==> src/rtl/arm_pkg.sv <==
// Shared types for the ARM fetch stage: FSM states, queue entry layout and the
// word-alignment helper used for fetch and redirect addresses.
package arm_pkg;

    typedef enum logic [1:0] {
        IDLE  = 2'd0,
        WAIT  = 2'd1,
        DRAIN = 2'd2
    } fetch_state_t;

    typedef struct packed {
        logic [31:0] pc;
        logic [31:0] ir;
    } fetch_entry_t;

    localparam int unsigned WORD_BYTES = 4;

    function automatic logic [31:0] word_align(input logic [31:0] addr);
        return addr & ~32'(WORD_BYTES - 1);
    endfunction

endpackage

==> src/rtl/fetch_stage_if.sv <==
// Bus bundle of the fetch stage: instruction-memory port, redirect input,
// decode-side handshake and a debug view of the fetch FSM.
//
// Handshakes: imem_req is a one-cycle pulse with imem_addr valid alongside it,
// answered by exactly one imem_rvalid pulse at least one cycle later. On the
// decode side a word transfers on every rising edge where id_valid && id_ready;
// id_valid never depends on id_ready.
interface fetch_stage_if;
    import arm_pkg::*;

    logic         imem_req;
    logic [31:0]  imem_addr;
    logic         imem_rvalid;
    logic [31:0]  imem_rdata;
    logic         redir_valid;
    logic [31:0]  redir_pc;
    logic         id_valid;
    logic         id_ready;
    logic [31:0]  id_ir;
    logic [31:0]  id_pc;
    logic [31:0]  id_pc8;
    fetch_state_t dbg_state;

    modport master (
        output imem_req, imem_addr,
        input  imem_rvalid, imem_rdata,
        input  redir_valid, redir_pc,
        output id_valid,
        input  id_ready,
        output id_ir, id_pc, id_pc8,
        output dbg_state
    );

    modport slave (
        input  imem_req, imem_addr,
        output imem_rvalid, imem_rdata,
        output redir_valid, redir_pc,
        input  id_valid,
        output id_ready,
        input  id_ir, id_pc, id_pc8,
        input  dbg_state
    );

endinterface

==> src/rtl/fetch_queue.sv <==
// Circular instruction buffer with wrap-bit pointers. Flush beats push and pop;
// push is accepted at full only when a pop frees the head slot in the same cycle.
module fetch_queue #(
    parameter int  QDEPTH = 2,
    parameter type T      = arm_pkg::fetch_entry_t,
    localparam int PTR_W  = $clog2(QDEPTH) + 1
) (
    input  logic             clk,
    input  logic             rst_n,
    input  logic             push_i,
    input  logic             pop_i,
    input  logic             flush_i,
    input  T                 wr_data_i,
    output T                 head_o,
    output logic [PTR_W-1:0] count_o
);

    localparam int IDX_W = $clog2(QDEPTH);

    T                 mem_q [QDEPTH];
    logic [PTR_W-1:0] rd_q, rd_d;
    logic [PTR_W-1:0] wr_q, wr_d;
    logic             empty, full;
    logic             do_push, do_pop;

    assign count_o = wr_q - rd_q;
    assign empty   = (wr_q == rd_q);
    assign full    = (count_o == PTR_W'(QDEPTH));
    assign do_pop  = pop_i && !empty;
    assign do_push = push_i && (!full || do_pop);
    assign head_o  = mem_q[rd_q[IDX_W-1:0]];

    always_comb begin
        rd_d = rd_q;
        wr_d = wr_q;
        if (flush_i) begin
            rd_d = '0;
            wr_d = '0;
        end else begin
            if (do_pop)  rd_d = rd_q + 1'b1;
            if (do_push) wr_d = wr_q + 1'b1;
        end
    end

    always_ff @(posedge clk or negedge rst_n) begin
        if (!rst_n) begin
            rd_q <= '0;
            wr_q <= '0;
        end else begin
            rd_q <= rd_d;
            wr_q <= wr_d;
        end
    end

    // Storage is reset so the decode-facing fields read zero out of reset.
    always_ff @(posedge clk or negedge rst_n) begin
        if (!rst_n) begin
            for (int i = 0; i < QDEPTH; i++) mem_q[i] <= '0;
        end else if (do_push && !flush_i) begin
            mem_q[wr_q[IDX_W-1:0]] <= wr_data_i;
        end
    end

endmodule

==> src/rtl/fetch_stage.sv <==
// ARM instruction fetch stage: owns the fetch PC, keeps one imem read in flight,
// queues returned words with their PC and hands them to decode.
module fetch_stage
    import arm_pkg::*;
#(
    parameter logic [31:0] RESET_PC = 32'h0000_0000,
    parameter int          QDEPTH   = 2
) (
    input logic           clk,
    input logic           rst_n,
    fetch_stage_if.master bus
);

    localparam int PTR_W = $clog2(QDEPTH) + 1;

    fetch_state_t     state_q, state_d;
    logic [31:0]      fetch_pc_q, fetch_pc_d;
    logic             run_q;
    logic             primed_q;
    logic             in_flight;
    logic             issue, push, pop, flush;
    logic [PTR_W-1:0] count;
    fetch_entry_t     wr_entry, head;

    // run_q keeps imem_req low while reset is held and for the release edge.
    assign in_flight = (state_q != IDLE);
    assign issue     = run_q && (state_q == IDLE) && !bus.redir_valid &&
                       ((count + PTR_W'(in_flight)) < PTR_W'(QDEPTH));
    assign push      = (state_q == WAIT) && bus.imem_rvalid && !bus.redir_valid;
    assign pop       = bus.id_valid && bus.id_ready;
    assign flush     = bus.redir_valid;
    assign wr_entry  = '{pc: fetch_pc_q, ir: bus.imem_rdata};

    always_comb begin
        state_d    = state_q;
        fetch_pc_d = fetch_pc_q;
        unique case (state_q)
            IDLE: begin
                if (issue) state_d = WAIT;
            end
            WAIT: begin
                if (bus.imem_rvalid) begin
                    state_d = IDLE;
                    if (!bus.redir_valid) fetch_pc_d = fetch_pc_q + 32'(WORD_BYTES);
                end else if (bus.redir_valid) begin
                    state_d = DRAIN;
                end
            end
            DRAIN: begin
                if (bus.imem_rvalid) state_d = IDLE;
            end
            default: state_d = IDLE;
        endcase
        if (bus.redir_valid) fetch_pc_d = word_align(bus.redir_pc);
    end

    always_ff @(posedge clk or negedge rst_n) begin
        if (!rst_n) begin
            state_q    <= IDLE;
            fetch_pc_q <= RESET_PC;
            run_q      <= 1'b0;
            primed_q   <= 1'b0;
        end else begin
            state_q    <= state_d;
            fetch_pc_q <= fetch_pc_d;
            run_q      <= 1'b1;
            if (push) primed_q <= 1'b1;
        end
    end

    fetch_queue #(
        .QDEPTH (QDEPTH),
        .T      (fetch_entry_t)
    ) u_queue (
        .clk       (clk),
        .rst_n     (rst_n),
        .push_i    (push),
        .pop_i     (pop),
        .flush_i   (flush),
        .wr_data_i (wr_entry),
        .head_o    (head),
        .count_o   (count)
    );

    assign bus.imem_req  = issue;
    assign bus.imem_addr = fetch_pc_q;
    assign bus.id_valid  = (count != '0);
    assign bus.id_ir     = head.ir;
    assign bus.id_pc     = head.pc;
    // PC+8 reads zero until the first word lands, matching the other head fields.
    assign bus.id_pc8    = primed_q ? (head.pc + 32'd8) : 32'd0;
    assign bus.dbg_state = state_q;

endmodule

==> src/flat_wrapper.sv <==
// flat-port wrapper written by rule: the top's interface ports become plain ports
module fetch_stage_flat import arm_pkg::*;
#(
    parameter logic [31:0] RESET_PC = 32'h0000_0000,
    parameter int          QDEPTH   = 2
)
  (clk, rst_n, bus_imem_req, bus_imem_addr, bus_imem_rvalid, bus_imem_rdata, bus_redir_valid, bus_redir_pc, bus_id_valid, bus_id_ready, bus_id_ir, bus_id_pc, bus_id_pc8, bus_dbg_state);
  fetch_stage_if bus_i ();
  input logic clk;
  input logic rst_n;
  output wire logic [$bits(bus_i.imem_req)-1:0] bus_imem_req;
  output wire logic [$bits(bus_i.imem_addr)-1:0] bus_imem_addr;
  input wire logic [$bits(bus_i.imem_rvalid)-1:0] bus_imem_rvalid;
  input wire logic [$bits(bus_i.imem_rdata)-1:0] bus_imem_rdata;
  input wire logic [$bits(bus_i.redir_valid)-1:0] bus_redir_valid;
  input wire logic [$bits(bus_i.redir_pc)-1:0] bus_redir_pc;
  output wire logic [$bits(bus_i.id_valid)-1:0] bus_id_valid;
  input wire logic [$bits(bus_i.id_ready)-1:0] bus_id_ready;
  output wire logic [$bits(bus_i.id_ir)-1:0] bus_id_ir;
  output wire logic [$bits(bus_i.id_pc)-1:0] bus_id_pc;
  output wire logic [$bits(bus_i.id_pc8)-1:0] bus_id_pc8;
  output wire logic [$bits(bus_i.dbg_state)-1:0] bus_dbg_state;
  assign bus_imem_req = bus_i.imem_req;
  assign bus_imem_addr = bus_i.imem_addr;
  assign bus_i.imem_rvalid = bus_imem_rvalid;
  assign bus_i.imem_rdata = bus_imem_rdata;
  assign bus_i.redir_valid = bus_redir_valid;
  assign bus_i.redir_pc = bus_redir_pc;
  assign bus_id_valid = bus_i.id_valid;
  assign bus_i.id_ready = bus_id_ready;
  assign bus_id_ir = bus_i.id_ir;
  assign bus_id_pc = bus_i.id_pc;
  assign bus_id_pc8 = bus_i.id_pc8;
  assign bus_dbg_state = bus_i.dbg_state;
  fetch_stage #(.RESET_PC(RESET_PC), .QDEPTH(QDEPTH)) u_core (.clk(clk), .rst_n(rst_n), .bus(bus_i));
endmodule
==> config.mk <==
export PLATFORM = sky130hd
export DESIGN_NAME = fetch_stage_flat
export DESIGN_NICKNAME = d
export VERILOG_FILES = /design/src/rtl/arm_pkg.sv /design/src/rtl/fetch_stage_if.sv /design/src/rtl/fetch_queue.sv /design/src/rtl/fetch_stage.sv /design/src/flat_wrapper.sv
export SDC_FILE = /design/constraint.sdc
export NUM_CORES = 1
export LEC_CHECK = 0
export CAP_MARGIN = 20
export CORE_ASPECT_RATIO = 0.8
export CORE_MARGIN = 1
export CORE_UTILIZATION = 54
export DETAILED_ROUTE_END_ITERATION = 16
export GPL_ROUTABILITY_DRIVEN = 0
export PLACE_DENSITY = 0.86
export SLEW_MARGIN = 15
export SYNTH_ARGS = -nofsm -noshare
export SYNTH_HDL_FRONTEND = slang
export SYNTH_SLANG_ARGS = --single-unit
==> constraint.sdc <==
create_clock -name clk -period 8.5 [get_ports clk]
set_clock_uncertainty 0.15 [all_clocks]
set_input_delay 1.275 -clock clk [delete_from_list [all_inputs] [get_ports clk]]
set_output_delay 1.275 -clock clk [all_outputs]
set_load 0.05 [all_outputs]
==> reports/qor.txt, run 1 <==
GRT
----------------------------------------------------------------------------------------
Remaining global-route overflow ...........................................            0
All-Layer GR Usage ........................................................        0.268
Largest net degree at the start of global routing .........................           93
Number of antenna violations at the first check in global routing .........            0
First-pass GRT wire length ................................................     32500 um
Via count of the first global-routing pass ................................         6219

POWER AND IR DROP
----------------------------------------------------------------------------------------
Standby leakage power .....................................................      4.63 nW
Max VDD drop ..............................................................     0.279 mV
PwrDens ...................................................................   369 nW/um2

LOGIC SYNTHESIS
----------------------------------------------------------------------------------------
Post-synth top flop .......................................................      dfrtp_1
Most common cell in the netlist ...........................................       mux2_2
Synth warn ................................................................            0
Largest cells by area after synthesis ..................................... dfrtp_1, mux2_2, xnor2_1
Top cell type's share of synthesized area .................................        0.491
Synthesized area ..........................................................     8260 um2
Async set-reset flop share out of synthesis ...............................         1.00
Unique cell type count in the Yosys netlist ...............................           49
FF+latch count, synth .....................................................          162
Mean instance size in the synthesized netlist .............................     11.4 um2
Synthesized instance count ................................................          727
Cell type contributing the most total cell area after synthesis ...........      dfrtp_1
Sequential-to-total area share from yosys stat ............................        0.491
Commonest cells post-synth ................................................ mux2_2, dfrtp_1, nand2_1
Number of synthesized flops with an enable pin ............................            0

DRT
----------------------------------------------------------------------------------------
DRC violations left .......................................................            0
Number of vias per cell ...................................................         5.70
Count of antenna-violating nets left after detailed routing ...............            0
Average detailed-routed wire length per instance ..........................      18.2 um
Final routed wirelength across all metal layers ...........................     20100 um
Number of vias after detailed routing .....................................         6314
Number of search-and-repair iterations in the first detailed-routing pass .            5
First-iteration detailed-routing DRC count ................................          400

CELLS AND AREA
----------------------------------------------------------------------------------------
Area occupied by multi-input gates ........................................     3940 um2
Proportion of layout cells with a drive suffix above 1 ....................        0.236
Synth-to-Final Area Change ................................................        31.5%
End-of-flow core utilization ..............................................        0.726
Total area of sequential cells ............................................     4060 um2
Final-stage net count .....................................................          977
Filler cell count .........................................................         1049
Ant. Diodes ...............................................................            0

STA
----------------------------------------------------------------------------------------
RSZ-0062 raised after global routing ......................................        false
Worst hold slack ..........................................................     0.352 ns
Fin. max-slew vios ........................................................            0
Worst-Margin Slew .........................................................     0.894 ns
Share of the clock period used by the worst path after layout .............        0.677
Min Clock Period, post-route ..............................................      5.75 ns
F_max .....................................................................    0.174 GHz
Final Hold Vio Count ......................................................            0
Setup TNS .................................................................         0 ns
Remaining max-slew budget at the tightest pin .............................        0.404
Number of failing setup endpoints in the final timing report ..............            0

PLACED DESIGN
----------------------------------------------------------------------------------------
Post-DP HPWL ..............................................................     13600 um
Buffers added on ports ....................................................          192

STATUS
----------------------------------------------------------------------------------------
Run status ................................................................ complete, no violations

WORST SETUP PATH
----------------------------------------------------------------------------------------
Kind of capture point of the worst setup path .............................  output port
Maximum net fanout on the critical path ...................................           37
Classification of the worst setup path .................................... register to output port
Data required time at the worst endpoint ..................................      7.07 ns
Kind of launch point of the worst setup path ..............................     register
Slowest-stage cell, CP .................................................... clkdlybuf4s50_1
WP data arrival ...........................................................      4.33 ns
Delay of the slowest critical-path stage ..................................      0.85 ns
Cell Chain, Critical Path ................................................. mux2_2 > ha_1 > a21boi_1 > nand4_1 > or4_1 > a21oi_1 > clkdlybuf4s50_1
R2R setup slack ...........................................................      4.57 ns

DIE
----------------------------------------------------------------------------------------
Standard cell core area ...................................................    15000 um2
Die Footprint .............................................................    15800 um2
Std cell rows .............................................................           40
Initial core utilization ..................................................        0.552
Vert. Die Dim .............................................................       113 um
Top-Level Pins ............................................................          201
Die width .................................................................       140 um

CTS
----------------------------------------------------------------------------------------
Buffer levels on the longest clock path ...................................            2
Post-CTS repair timing setup buffer count .................................            0
Post-CTS Hold Fix Bufs ....................................................            0
Cells resized by post-CTS repair ..........................................            0
Source-to-sink clock delay at the later pin of the worst-skew pair ........      0.42 ns
Number of sinks on the clock net ..........................................          162
TritonCTS clock tree ......................................................        built
Clock transition at the registers of the reported paths ...................      0.06 ns
TritonCTS buffer count ....................................................           17
Maximum level of the CTS H-tree ...........................................            4
Clk Tree Root Cell ........................................................    clkbuf_16

JOB
----------------------------------------------------------------------------------------
Max-cap viol count ........................................................            0

MIN PATH
----------------------------------------------------------------------------------------
Class of the tightest hold or removal check ............................... register to register

[critical path, delay by kind of cell, from the launching register on]
family | cells | cell delay (ns)
AO/OA/AOI/OAI | 2 | 0.60
flip-flops | 1 | 0.66
AND/OR/NAND/NOR | 2 | 1.21
multiplexers | 1 | 0.34
adder cells (fa/ha/maj) | 1 | 0.23
buffers and inverters | 1 | 0.85
[cell families (layout without fill, tap and decap cells)]
| kind of cell | count (synthesis) | in the layout | synth area share |
|---|---|---|---|
| adders and majority gates | 3 | 3 | 0.00454 |
| buffers and inverters | 64 | 250 | 0.0356 |
| xor gates and xnor gates | 44 | 44 | 0.0466 |
| and+or+nand+nor | 196 | 196 | 0.123 |
| AOI/OAI and AO/OA | 75 | 75 | 0.0536 |
| other | 2 | 7 | 0.000909 |
| muxes | 181 | 181 | 0.245 |
| DFF | 162 | 162 | 0.491 |
[cell type report]
type	instances	area share
repair buffers	199	0.181
clock inverters	7	0.00910
multi-input cells	506	0.362
flip-flops and latches	162	0.373
clock buffers	25	0.0456
well taps	189	0.0218
inverters	19	0.00656
[layer usage]
| layer | part of all wire | vias up | wire length (um) | track usage |
|---|---|---|---|---|
| met1 | 0.43 | 3091 | 8640 | 0.344 |
| met3 | 0.088 | 26 | 1760 | 0.0892 |
| met5 | 0 | - | 0 | 0 |
| met4 | 0.017 | 0 | 340 | 0.0828 |
| li1 | - | 2945 | - | - |
| met2 | 0.47 | 252 | 9360 | 0.431 |
[cell usage in the layout (no fill, tap or decap), types with 3 or more instances in the layout]
cell type,count
a22oi_1,3
o21ai_0,40
dfrtp_1,161
nand3b_1,5
nor3_1,19
clkinv_4,3
nand3_1,20
nand2_1,67
a21oi_1,12
a31oi_1,4
xor2_1,13
mux2i_1,10
clkbuf_16,17
nor4_1,6
clkbuf_8,4
nand4_1,16
nand4b_1,4
buf_4,7
xnor2_1,31
conb_1,7
or4_1,4
or3_1,3
inv_1,18
ha_1,3
o31ai_1,5
and4_1,7
clkbuf_1,4
or2_2,3
mux2_2,171
and2_1,3
clkdlybuf4s50_1,190
nor2_1,27
[state kept, by name, indices dropped and copies added (netlist names)]
register	cells
u_core.bus.imem_addr	30
u_core.u_queue.mem_q	124
u_core.bus.dbg_state	2
u_core.primed_q	1
u_core.u_queue.rd_q	2
u_core.u_queue.wr_q	2
u_core.run_q	1
[report_power, final]
part           switching [mW]  internal (mW)
combinational            1.32          0.782
clock                   0.297          0.465
sequential              0.169          0.983
total                    1.78           2.23
[final timing paths]
kind	end	cells past startpoint	start
worst min register to register	u_core.u_queue.mem_q[5]$_DFFE_PN0P_	1	u_core.u_queue.mem_q[5]$_DFFE_PN0P_
max in group asynchronous	u_core.bus.imem_addr[23]$_DFFE_PN0N_	2	rst_n
worst max register to register	u_core.u_queue.mem_q[89]$_DFFE_PN0P_	6	u_core.u_queue.rd_q[0]$_DFFE_PN0P_
min in group asynchronous	u_core.u_queue.mem_q[103]$_DFFE_PN0P_	1	rst_n
worst min-delay path	u_core.u_queue.mem_q[5]$_DFFE_PN0P_	1	u_core.u_queue.mem_q[5]$_DFFE_PN0P_
worst max-delay path	bus_id_pc8[31]	7	u_core.u_queue.rd_q[0]$_DFFE_PN0P_
[metrics by stage]
stage | power [mW] | setup slack (ns) | instances | cell area (um2)
2_1_floorplan | 2.59 | 3.03 | 732 | 8280
3_3_place_gp | 3.22 | 3.28 | 1075 | 10300
3_5_place_dp | 3.25 | 3.27 | 1075 | 10300
4_1_cts | 4.04 | 2.80 | 1107 | 10900
5_1_grt | 4.17 | 2.61 | 1107 | 10900
6_report | 4.01 | 2.75 | 1107 | 10900
Power figures use the tool's default switching activity.
==> run 2: changes to the inputs <==
CORE_UTILIZATION = 50   (was 54)
PLACE_DENSITY = 0.81   (was 0.86)
clock period = 5.5 ns   (was 8.5 ns; I/O delays follow)
==> run 2 against run 1 <==
Global-route usage decreased by 2.3 points. Final cell count increased by 2.7%. Wire length shrank 0.76%. Register-to-register slack worse by 2.7 ns. Via count down 0.21%. Clock power rose by 54%. First-iteration DRC count shrank 26%. Combinational power is 54% higher. Non-clock buffer count rose by 5. Hold slack got worse by 0.19 ns. Critical path depth increased by 1.
==> reports/qor.txt, run 2 (synthesized netlist as in run 1, its figures left out) <==
STA
----------------------------------------------------------------------------------------
Remaining max-slew budget at the tightest pin .............................        0.423   was 0.404
F_max .....................................................................    0.199 GHz
Min Clock Period, post-route ..............................................      5.01 ns
Fin. max-slew vios ........................................................            0   unchanged
Setup TNS .................................................................         0 ns   unchanged
Worst-Margin Slew .........................................................     0.865 ns   was 0.894 ns
Number of failing setup endpoints in the final timing report ..............            0   unchanged
RSZ-0062 raised after global routing ......................................        false   unchanged
Final Hold Vio Count ......................................................            0   unchanged
Share of the clock period used by the worst path after layout .............        0.912

CELLS AND AREA
----------------------------------------------------------------------------------------
Post-Layout Inst Area .....................................................    10900 um2   about the same
Most frequent cells in the layout ......................................... clkdlybuf4s50_1, mux2_2, dfrtp_1   unchanged
Synth-to-Final Area Change ................................................        32.3%   was 31.5%
Proportion of layout cells with a drive suffix above 1 ....................        0.246   was 0.236
Largest reg by FF count ................................................... u_core.u_queue.mem_q   unchanged
Filler cell count .........................................................         1203   was 1049
Post-route insts no fill ..................................................         1137   was 1107
Number of flip-flops under the largest register name ......................          124   unchanged
Ant. Diodes ...............................................................            0   unchanged
Most common cell after layout, fill and taps aside ........................ clkdlybuf4s50_1   unchanged
Final-stage net count .....................................................          982   was 977

CTS
----------------------------------------------------------------------------------------
Post-CTS Hold Fix Bufs ....................................................            0   unchanged
Post-CTS repair timing setup buffer count .................................            0   unchanged
Buffer levels on the longest clock path ...................................            2   unchanged
Source-to-sink clock delay at the later pin of the worst-skew pair ........      0.41 ns   was 0.42 ns
TritonCTS buffer count ....................................................           17   unchanged
TritonCTS clock tree ......................................................        built   unchanged
Maximum level of the CTS H-tree ...........................................            4   unchanged
Number of sinks on the clock net ..........................................          162   unchanged
Cells resized by post-CTS repair ..........................................            0   unchanged
Clk Tree Root Cell ........................................................    clkbuf_16   unchanged
Clock transition at the registers of the reported paths ...................      0.06 ns   about the same

PLACED DESIGN
----------------------------------------------------------------------------------------
Buffers added on ports ....................................................          192   unchanged
Post-DP HPWL ..............................................................     14000 um   was 13600 um
Dpl cell area .............................................................    10300 um2   about the same
Placed insts ..............................................................         1103   was 1075

WORST SETUP PATH
----------------------------------------------------------------------------------------
Delay of the slowest critical-path stage ..................................      0.86 ns   was 0.85 ns
Data required time at the worst endpoint ..................................      4.53 ns   was 7.07 ns
Stages on worst setup path ................................................            8   was 7
Critical path buffers and inverters .......................................            2   was 1
Kind of capture point of the worst setup path .............................  output port   unchanged
Cell Chain, Critical Path ................................................. mux2_2 > ha_1 > a21boi_1 > nand4_1 > buf_4 > or4_1 > a21oi_1 > clkdlybuf4s50_1   was mux2_2 > ha_1 > a21boi_1 > nand4_1 > or4_1 > a21oi_1 > clkdlybuf4s50_1
Maximum net fanout on the critical path ...................................           34   was 37
Largest delay contributor family on the critical path ..................... buffers and inverters   was simple AND/OR/NAND/NOR gates
Classification of the worst setup path .................................... register to output port   unchanged
Number of cells traversed by the worst register-to-register path ..........            6   unchanged
Slowest-stage cell, CP .................................................... clkdlybuf4s50_1   unchanged
WP data arrival ...........................................................      4.04 ns   was 4.33 ns
Kind of launch point of the worst setup path ..............................     register   unchanged

GRT
----------------------------------------------------------------------------------------
Top Usage Layer GRT .......................................................         met2   unchanged
All-Layer GR Usage ........................................................        0.244   was 0.268
Met2 track demand over resource ...........................................        0.405   was 0.431
Via count of the first global-routing pass ................................         6345   was 6219
First-pass GRT wire length ................................................     32500 um   about the same
Number of antenna violations at the first check in global routing .........            0   unchanged
GR Layer Usage met1 .......................................................        0.306   was 0.344
Met3 track utilization from global routing ................................       0.0853   was 0.0892
Largest net degree at the start of global routing .........................           70   was 93
Remaining global-route overflow ...........................................            0   unchanged

POWER AND IR DROP
----------------------------------------------------------------------------------------
Total power after layout ..................................................      6.19 mW   was 4.01 mW
Standby leakage power .....................................................      4.65 nW   was 4.63 nW
Max VDD drop ..............................................................     0.411 mV   was 0.279 mV
PwrDens ...................................................................   566 nW/um2   was 369 nW/um2

DIE
----------------------------------------------------------------------------------------
Top-Level Pins ............................................................          201   unchanged
Standard cell core area ...................................................    16000 um2   was 15000 um2
Die width .................................................................       146 um   was 140 um
Die Footprint .............................................................    17000 um2   was 15800 um2
Vert. Die Dim .............................................................       117 um   was 113 um
Std cell rows .............................................................           41   was 40
Initial core utilization ..................................................        0.518   was 0.552

DRT
----------------------------------------------------------------------------------------
Final routed wirelength across all metal layers ...........................     19900 um   was 20100 um
Average detailed-routed wire length per instance ..........................      17.5 um   was 18.2 um
Count of antenna-violating nets left after detailed routing ...............            0   unchanged
Number of vias per cell ...................................................         5.54   was 5.70
First-iteration detailed-routing DRC count ................................          297   was 400
Number of vias after detailed routing .....................................         6301   was 6314
Number of search-and-repair iterations in the first detailed-routing pass .            5   unchanged
DRC violations left .......................................................            0   unchanged

MIN PATH
----------------------------------------------------------------------------------------
Class of the tightest hold or removal check ............................... input pin to async pin   was register to register

STATUS
----------------------------------------------------------------------------------------
Run status ................................................................ complete, no violations   unchanged

JOB
----------------------------------------------------------------------------------------
Max-cap viol count ........................................................            0   unchanged

==> run 2: cell types whose count changed in the layout (fill, tap and decap cells not counted) <==
cell and delta:
buf_4 +8, clkdlybuf4s50_1 -4, clkbuf_1 -2, clkbuf_8 -2
clkinvlp_4 +2, inv_6 +2, buf_12 +1, clkinv_2 -1
==> run 2: per-layer routing <==
metal,part of all wire,wire length [um]
met3,0.085,1700
met1,0.43,8590
met4,0.0089,178
met5,0,0
met2,0.48,9490
==> run 2: worst paths after layout <==
check | end | slack (ns) | start
min | u_core.u_queue.mem_q[38]$_DFFE_PN0P_ | 0.17 | rst_n
min in group clk | u_core.u_queue.mem_q[23]$_DFFE_PN0P_ | 0.35 | u_core.u_queue.mem_q[23]$_DFFE_PN0P_
min reg2reg | u_core.u_queue.mem_q[23]$_DFFE_PN0P_ | 0.35 | u_core.u_queue.mem_q[23]$_DFFE_PN0P_
max reg2reg | u_core.u_queue.mem_q[16]$_DFFE_PN0P_ | 1.85 | u_core.u_queue.rd_q[0]$_DFFE_PN0P_
max in group asynchronous | u_core.u_queue.mem_q[120]$_DFFE_PN0P_ | 3.80 | rst_n
max | bus_id_pc8[27] | 0.49 | u_core.u_queue.rd_q[0]$_DFFE_PN0P_
==> run 2: power breakdown <==
group / switching (mW) / internal [mW]
logic: 2.04 / 1.21
clock network: 0.476 / 0.696
registers: 0.254 / 1.52
total: 2.77 / 3.42
==> run 2: layout make-up <==
| type | count | area (um2) | share of cell area |
|---|---|---|---|
| well taps | 215 | 269 | 0.0246 |
| inverters | 19 | 71.3 | 0.00652 |
| multi-input cells | 506 | 3940 | 0.360 |
| clock inverters | 10 | 126 | 0.0116 |
| clock buffers | 21 | 460 | 0.0421 |
| flip-flops and latches | 162 | 4060 | 0.371 |
| repair buffers | 204 | 2010 | 0.184 |
==> run 2: metrics by stage <==
| step | hold slack, ns | worst slack (ns) | util |
|---|---|---|---|
| floorplan | 0.316 | 0.477 | - |
| global placement | 0.331 | 0.749 | 0.647 |
| detailed placement | 0.339 | 0.698 | 0.647 |
| CTS | 0.168 | 0.192 | 0.684 |
| global route | 0.185 | 0.308 | 0.685 |
| finish | 0.166 | 0.485 | 0.685 |
==> run 2: worst reg2reg max path, cell delays in order, from the launching register on <==
cell	delay [ns]
dfrtp_4	0.67
buf_4	0.65
ha_1	0.38
a311oi_1	0.38
nand2_2	0.53
buf_4	0.45
mux2_2	0.33
